### src/rtl/orgate_if.sv
// ----------------------------------------------------------------------------
// orgate_if -- operand/result bundle for the orgate bitwise-OR unit.
//
// Optional build macro: ORGATE_PARITY_EN adds the registered parity_q signal.
//
// Signals:
//   a, b       [WIDTH-1:0]  operands (driven by master)
//   in_valid                marks a/b as a valid operation this cycle (master)
//   c          [WIDTH-1:0]  combinational a | b (slave)
//   c_q        [WIDTH-1:0]  registered a | b (slave)
//   out_valid               c_q and flags are valid (slave)
//   zero_q                  registered flag: result == 0 (slave)
//   ones_q                  registered flag: result == all ones (slave)
//   parity_q                registered XOR-reduction of result (slave, optional)
//
// Modports:
//   master -- operand source / result consumer
//   slave  -- the orgate unit itself
// ----------------------------------------------------------------------------
interface orgate_if #(
    parameter int WIDTH = 32
);
    logic [WIDTH-1:0] a;
    logic [WIDTH-1:0] b;
    logic             in_valid;
    logic [WIDTH-1:0] c;
    logic [WIDTH-1:0] c_q;
    logic             out_valid;
    logic             zero_q;
    logic             ones_q;
`ifdef ORGATE_PARITY_EN
    logic             parity_q;
`endif

    modport master (
        output a, b, in_valid,
        input  c, c_q, out_valid, zero_q, ones_q
`ifdef ORGATE_PARITY_EN
        , input parity_q
`endif
    );

    modport slave (
        input  a, b, in_valid,
        output c, c_q, out_valid, zero_q, ones_q
`ifdef ORGATE_PARITY_EN
        , output parity_q
`endif
    );
endinterface

### src/rtl/orgate.sv
// ----------------------------------------------------------------------------
// orgate -- parameterised bitwise-OR unit for the teacher-core datapath.
//
// Provides a zero-latency combinational result (c = a | b) for existing
// users, and a one-cycle-latency registered copy with zero/all-ones status
// flags and a valid bit for pipelined consumers. No backpressure: every
// in_valid cycle yields exactly one result on the following cycle.
//
// Optional build macro: ORGATE_PARITY_EN -- adds registered parity_q
// (XOR-reduction of the result), captured alongside c_q.
//
// Parameters:
//   WIDTH  operand/result width in bits, legal range 1..64 (default 32)
//
// Ports:
//   clk    rising-edge clock
//   rst_n  asynchronous active-low reset (clears registered outputs only)
//   bus    orgate_if.slave: a, b, in_valid in; c, c_q, out_valid,
//          zero_q, ones_q (and parity_q when enabled) out
// ----------------------------------------------------------------------------
module orgate #(
    parameter int WIDTH = 32
) (
    input  logic      clk,
    input  logic      rst_n,
    orgate_if.slave   bus
);

    // ------------------------------------------------------------------
    // Combinational path: one OR per bit, no clock or reset involvement.
    // Plain '|' keeps standard X propagation (1|X = 1, 0|X = X).
    // ------------------------------------------------------------------
    logic [WIDTH-1:0] or_comb;

    generate
        for (genvar gi = 0; gi < WIDTH; gi++) begin : g_or_bit
            assign or_comb[gi] = bus.a[gi] | bus.b[gi];
        end
    endgenerate

    assign bus.c = or_comb;

    // ------------------------------------------------------------------
    // Registered path
    // ------------------------------------------------------------------
    logic [WIDTH-1:0] c_q_reg;
    logic [WIDTH-1:0] c_q_next;
    logic             zero_q_reg;
    logic             zero_q_next;
    logic             ones_q_reg;
    logic             ones_q_next;
    logic             out_valid_reg;
    logic             out_valid_next;
`ifdef ORGATE_PARITY_EN
    logic             parity_q_reg;
    logic             parity_q_next;
`endif

    // Result and flags load only on a valid operation and otherwise hold;
    // out_valid simply tracks in_valid one cycle late.
    always_comb begin
        c_q_next       = c_q_reg;
        zero_q_next    = zero_q_reg;
        ones_q_next    = ones_q_reg;
        out_valid_next = bus.in_valid;
`ifdef ORGATE_PARITY_EN
        parity_q_next  = parity_q_reg;
`endif
        if (bus.in_valid) begin
            c_q_next    = or_comb;
            // Reductions span exactly WIDTH bits, so WIDTH=1 degenerates
            // to zero = ~c, ones = c without special casing.
            zero_q_next = ~|or_comb;
            ones_q_next = &or_comb;
`ifdef ORGATE_PARITY_EN
            parity_q_next = ^or_comb;
`endif
        end
    end

    // Asynchronous assert clears everything immediately, so a result that
    // was in flight when reset hit is dropped rather than emitted later.
    always_ff @(posedge clk or negedge rst_n) begin
        if (!rst_n) begin
            c_q_reg       <= '0;
            zero_q_reg    <= 1'b0;
            ones_q_reg    <= 1'b0;
            out_valid_reg <= 1'b0;
`ifdef ORGATE_PARITY_EN
            parity_q_reg  <= 1'b0;
`endif
        end else begin
            c_q_reg       <= c_q_next;
            zero_q_reg    <= zero_q_next;
            ones_q_reg    <= ones_q_next;
            out_valid_reg <= out_valid_next;
`ifdef ORGATE_PARITY_EN
            parity_q_reg  <= parity_q_next;
`endif
        end
    end

    assign bus.c_q       = c_q_reg;
    assign bus.zero_q    = zero_q_reg;
    assign bus.ones_q    = ones_q_reg;
    assign bus.out_valid = out_valid_reg;
`ifdef ORGATE_PARITY_EN
    assign bus.parity_q  = parity_q_reg;
`endif

endmodule

### src/flat_wrapper.sv
// flat-port wrapper written by rule: the top's interface ports become plain ports
module orgate_flat 
#(
    parameter int WIDTH = 32
)
  (clk, rst_n, bus_a, bus_b, bus_in_valid, bus_c, bus_c_q, bus_out_valid, bus_zero_q, bus_ones_q);
  orgate_if #(.WIDTH(WIDTH)) bus_i ();
  input  logic clk;
  input  logic rst_n;
  input wire logic [$bits(bus_i.a)-1:0] bus_a;
  input wire logic [$bits(bus_i.b)-1:0] bus_b;
  input wire logic [$bits(bus_i.in_valid)-1:0] bus_in_valid;
  output wire logic [$bits(bus_i.c)-1:0] bus_c;
  output wire logic [$bits(bus_i.c_q)-1:0] bus_c_q;
  output wire logic [$bits(bus_i.out_valid)-1:0] bus_out_valid;
  output wire logic [$bits(bus_i.zero_q)-1:0] bus_zero_q;
  output wire logic [$bits(bus_i.ones_q)-1:0] bus_ones_q;
  assign bus_i.a = bus_a;
  assign bus_i.b = bus_b;
  assign bus_i.in_valid = bus_in_valid;
  assign bus_c = bus_i.c;
  assign bus_c_q = bus_i.c_q;
  assign bus_out_valid = bus_i.out_valid;
  assign bus_zero_q = bus_i.zero_q;
  assign bus_ones_q = bus_i.ones_q;
  orgate #(.WIDTH(WIDTH)) u_core (.clk(clk), .rst_n(rst_n), .bus(bus_i));
endmodule
### config.mk
export PLATFORM = sky130hd
export DESIGN_NAME = orgate_flat
export DESIGN_NICKNAME = d
export VERILOG_FILES = /design/src/rtl/orgate_if.sv /design/src/rtl/orgate.sv /design/src/flat_wrapper.sv
export SDC_FILE = /design/constraint.sdc
export NUM_CORES = 1
export LEC_CHECK = 0
export CAP_MARGIN = 30
export CORE_AREA = 8 8 83 85
export CTS_BUF_LIST = sky130_fd_sc_hd__clkbuf_8
export DETAILED_ROUTE_END_ITERATION = 6
export DIE_AREA = 0 0 91 93
export PLACE_DENSITY_LB_ADDON = 0.1
export SYNTH_ARGS = -nofsm -noshare
export SYNTH_HDL_FRONTEND = slang
export SYNTH_SLANG_ARGS = --single-unit
### constraint.sdc
create_clock -name clk -period 0.8 [get_ports clk]
set_input_delay 0.24 -clock clk [delete_from_list [all_inputs] [get_ports clk]]
set_output_delay 0.24 -clock clk [all_outputs]
set_load 0.005 [all_outputs]
After elaboration in Yosys (flattened, before gate mapping)
Cells that the tools add are included.

storage, ports and cells
  input bits = 67
  register bits after elaboration = 35
  output and inout port bits = 67

cells by class
  bitwise operators = 32
  reductions and logical operators = 3

operators by type and width
  operator              count
  1-bit OR              32
  32-bit AND reduction  1
  32-bit OR reduction   1
  1-bit logical NOT     1

Depth between registers and ports, before layout
  word-level depth = 3
  mapped depth = 4
  depth with buffers taken out = 4

Least setup slack after synthesis
No wires, ideal clock.

  path kind = input to register
  from = in bus_b[23]
  to = reg u_core.zero_q_reg, in the netlist u_core.bus.zero_q
  required time = 0.734 ns
  setup slack = -0.228 ns
  arrival = 0.962 ns
  stages = 4
  path through = or2_1 or2_1 nor2_1 a32o_2

on the way
  cells in the longest elaborated chain, start to end = 3

ends and longest elaborated chain
  element               RTL line            text
  start, declared       flat_wrapper.sv:11  input wire logic [$bits(bus_i.b)-1:0] bus_b;
  1-bit OR              orgate.sv:37        assign or_comb[gi] = bus.a[gi] | bus.b[gi];
  32-bit OR reduction   orgate.sv:73        zero_q_next = ~|or_comb;
  1-bit logical NOT     orgate.sv:73
  end signal, assigned  orgate.sv:94        zero_q_reg <= zero_q_next;
  end, declared         orgate.sv:48        logic zero_q_reg;

Every way passes these cells.
A chain may end at the register's enable or synchronous reset.

Final worst setup path
  from = reg u_core.ones_q_reg, in the netlist u_core.bus.ones_q
  to = out bus_ones_q

RTL lines
  element                 RTL line            text
  start, declared         orgate.sv:50        logic ones_q_reg;
  start signal, assigned  orgate.sv:95        ones_q_reg <= ones_q_next;
  end, declared           flat_wrapper.sv:17  output wire logic [$bits(bus_i.ones_q)-1:0] bus_ones_q;

No word-level cell between the ends.

==> results_dict.tcl <==
set metrics [dict create \
    rrSetupSlack_ns -0.13 \
    p_leak_nw 1.83 \
    syn_nets 262 \
    cts_sinks 35 \
    utilization_pct 71.1 \
    rows 28 \
    hold_ws_ns 0.275 \
    largest_reg_flops 32 \
    synthDistinctLibCells 16 \
    holdPathEnd "u_core.bus.out_valid$_DFF_PN0_" \
    status "complete, but fails checks" \
    dp_cells 435 \
    min-delay-start "bus_in_valid" \
    setup_viol 72 \
    vias_per_cell 4.43 \
    rr_endpoint "u_core.bus.zero_q$_DFFE_PN0P_" \
    hold_path_depth 2 \
    synth.ff_latch_count 35 \
    insertion_delay_ns 0.28 \
    critPathMaxFanout 2 \
    drc_errors 0 \
    syn_to_final_growth_pct 148 \
    dpl.hpwl_mm 5.19 \
    die_area_sq_mm 0.00846 \
    numCtsBuffers 5 \
    finalCriticalPeriod_ns 1.06 \
    cts_tree "done" \
    synth-seq-area-share_pct 53.8 \
    netlist.area_leader.share_pct 53.8 \
    instances_no_fill 491 \
    final_layout_size_suffix_gt1_share_pct 68.3 \
    antenna_found_initial 0 \
    maxCapViolCount 0 \
    gr-usage-all-layers_pct 16.7 \
    setup.worst_path.class "flop to output pin" \
    drv_slew 0 \
    clock_skew_ns 0 \
    first_iter_violations 42 \
    clk_pin_slew_ns 0.07 \
    multi_input_area_sq_um 947 \
    wl_mm 7.25 \
    start_util_pct 28.7 \
    fp.dieH_um 93 \
    clock-root-buffer "clkbuf_8" \
    nets 482 \
    slowest_stage "dfrtp_1" \
    ios 134 \
    first_pass_iters 4 \
    cp_cell_sequence "buf_2" \
    fillers 456 \
    synth_area_sq_mm 0.00163 \
    fmax_mhz 945 \
    required_ns 0.56 \
    slew_headroom_pct 84.0 \
    cp-end-kind "output pin" \
    period_share_pct 132 \
    avgSynthCellArea_sq_um 8.35 \
    final-hold-violation-count 0 \
    crit_arrival_ns 0.82 \
    min_path_type "input pin to flop" \
    synth_cells 195 \
    r2r_cells 3 \
    fin_area_sq_mm 0.00404 \
    gp_congestion 0.730 \
    cp_num_buf_inv 1 \
    r2r-start "u_core.bus.zero_q$_DFFE_PN0P_" \
    routedWlPerCell_um 14.8 \
    die_width_um 91 \
    ant_nets 0 \
    grt.overflow.total 0 \
    port_buffers 133 \
    worst_path_dominant_cell_family "flip-flops" \
    synth_top_cell_by_area "dfrtp_1" \
    setup_ws_ns -0.258 \
    violations "setup timing" \
    start_kind "flop" \
    num_antenna_cells 0 \
    place_area_sq_mm 0.00339 \
    grt_max_degree 36 \
    grt_setup_unrepaired "yes" \
    regArea_sq_um 876 \
    cellPowerDensity_mw_per_mm2 1310 \
    ys_warn_count 0 \
    routed-via-count 2176 \
    grt_pass1_wl_mm 11.5 \
    cts_buffer_depth 2 \
    peakVddDrop_v 0.000819 \
    synthTopCellsByArea "dfrtp_1, nor2_1, a21oi_1" \
    cp_slowest_stage_delay_ns 0.39 \
    worst_slew_pin_slew_ns 0.240 \
    grt_pass1_vias 2282 \
    htree_levels 2 \
    core-area_sq_mm 0.00568 \
]
-- report_power, final --
group / internal (W) / switching [W]
Clock: 0.00101 / 0.000638
Combinational: 0.00100 / 0.000673
Sequential: 0.00190 / 0.0000613
Total: 0.00391 / 0.00137
-- worst max-delay path by stage --
stage,start,to,slack [ns],cells past startpoint
after floorplan,bus_b[23],u_core.bus.zero_q$_DFFE_PN0P_,-0.20,4
after global placement,bus_b[12],u_core.bus.zero_q$_DFFE_PN0P_,-0.89,5
after detailed placement,bus_b[7],u_core.bus.zero_q$_DFFE_PN0P_,-0.91,6
after CTS,u_core.bus.ones_q$_DFFE_PN0P_,bus_ones_q,-0.27,1
after global routing,u_core.bus.ones_q$_DFFE_PN0P_,bus_ones_q,-0.29,1
final,u_core.bus.ones_q$_DFFE_PN0P_,bus_ones_q,-0.26,1
-- stage by stage --
step	total power [W]	TNS [ns]	setup WS, ns
floorplan	0.00233	-0.476	-0.196
global placement	0.00339	-47.13	-0.891
detailed placement	0.00340	-47.84	-0.908
CTS	0.00521	-10.41	-0.271
global route	0.00553	-12.08	-0.289
finish	0.00528	-10.05	-0.258
-- placed cells by master, fill, tap and decap left out, types with 2 or more instances in the layout --
master	instances
a21oi_1	28
a21oi_2	3
buf_12	4
buf_2	65
buf_4	61
buf_6	88
clkbuf_8	6
dfrtp_1	35
inv_1	30
inv_2	3
nand3_1	3
nand4_1	8
nor2_1	25
nor2_2	4
nor2_4	34
nor3_2	2
nor4_2	3
nor4_4	5
-- cells by family (layout without fill, tap and decap cells) --
family	after synthesis	in the layout	share of synthesized area, %
compound gates	34	34	11.7
buf+inv	40	261	9.60
flops	35	35	53.8
simple gates	86	86	25.0
-- synth_stat cells, drive strengths merged --
cell type,n
a32o,1
o32ai,1
a21oi,31
nand4,8
nor3,2
o21a,1
buf,7
dfrtp,35
or2,2
nor2,63
nor4,8
inv,33
nand3,3
-- cell type report --
| class | count | share of cell area [%] |
|---|---|---|
| Clock buffer | 6 | 2.05 |
| Clock inverter | 2 | 0.868 |
| Inverter | 33 | 3.07 |
| Multi-Input combinational cell | 120 | 23.5 |
| Sequential cell | 35 | 21.7 |
| Tap cell | 75 | 2.32 |
| Timing Repair Buffer | 220 | 46.5 |
-- timing repair --
item | 4_1_cts | 5_1_grt
endpoints found under the hold margin | 35 | 0
resized for setup | 635 | 33
pin swaps | 54 | 28
hold buffers | 1 | 0
buffers inserted | 40 | 12
endpoints found under the setup margin | 92 | 72
-- per-layer routing --
layer,vias to the layer above,wire length [um],global-route usage [%]
met5,-,0,0
met4,0,61,3.68
met3,6,494,5.53
met2,75,3910,31.1
met1,1030,2790,18.0
li1,1065,-,-
(Power assumes the default switching activity.)
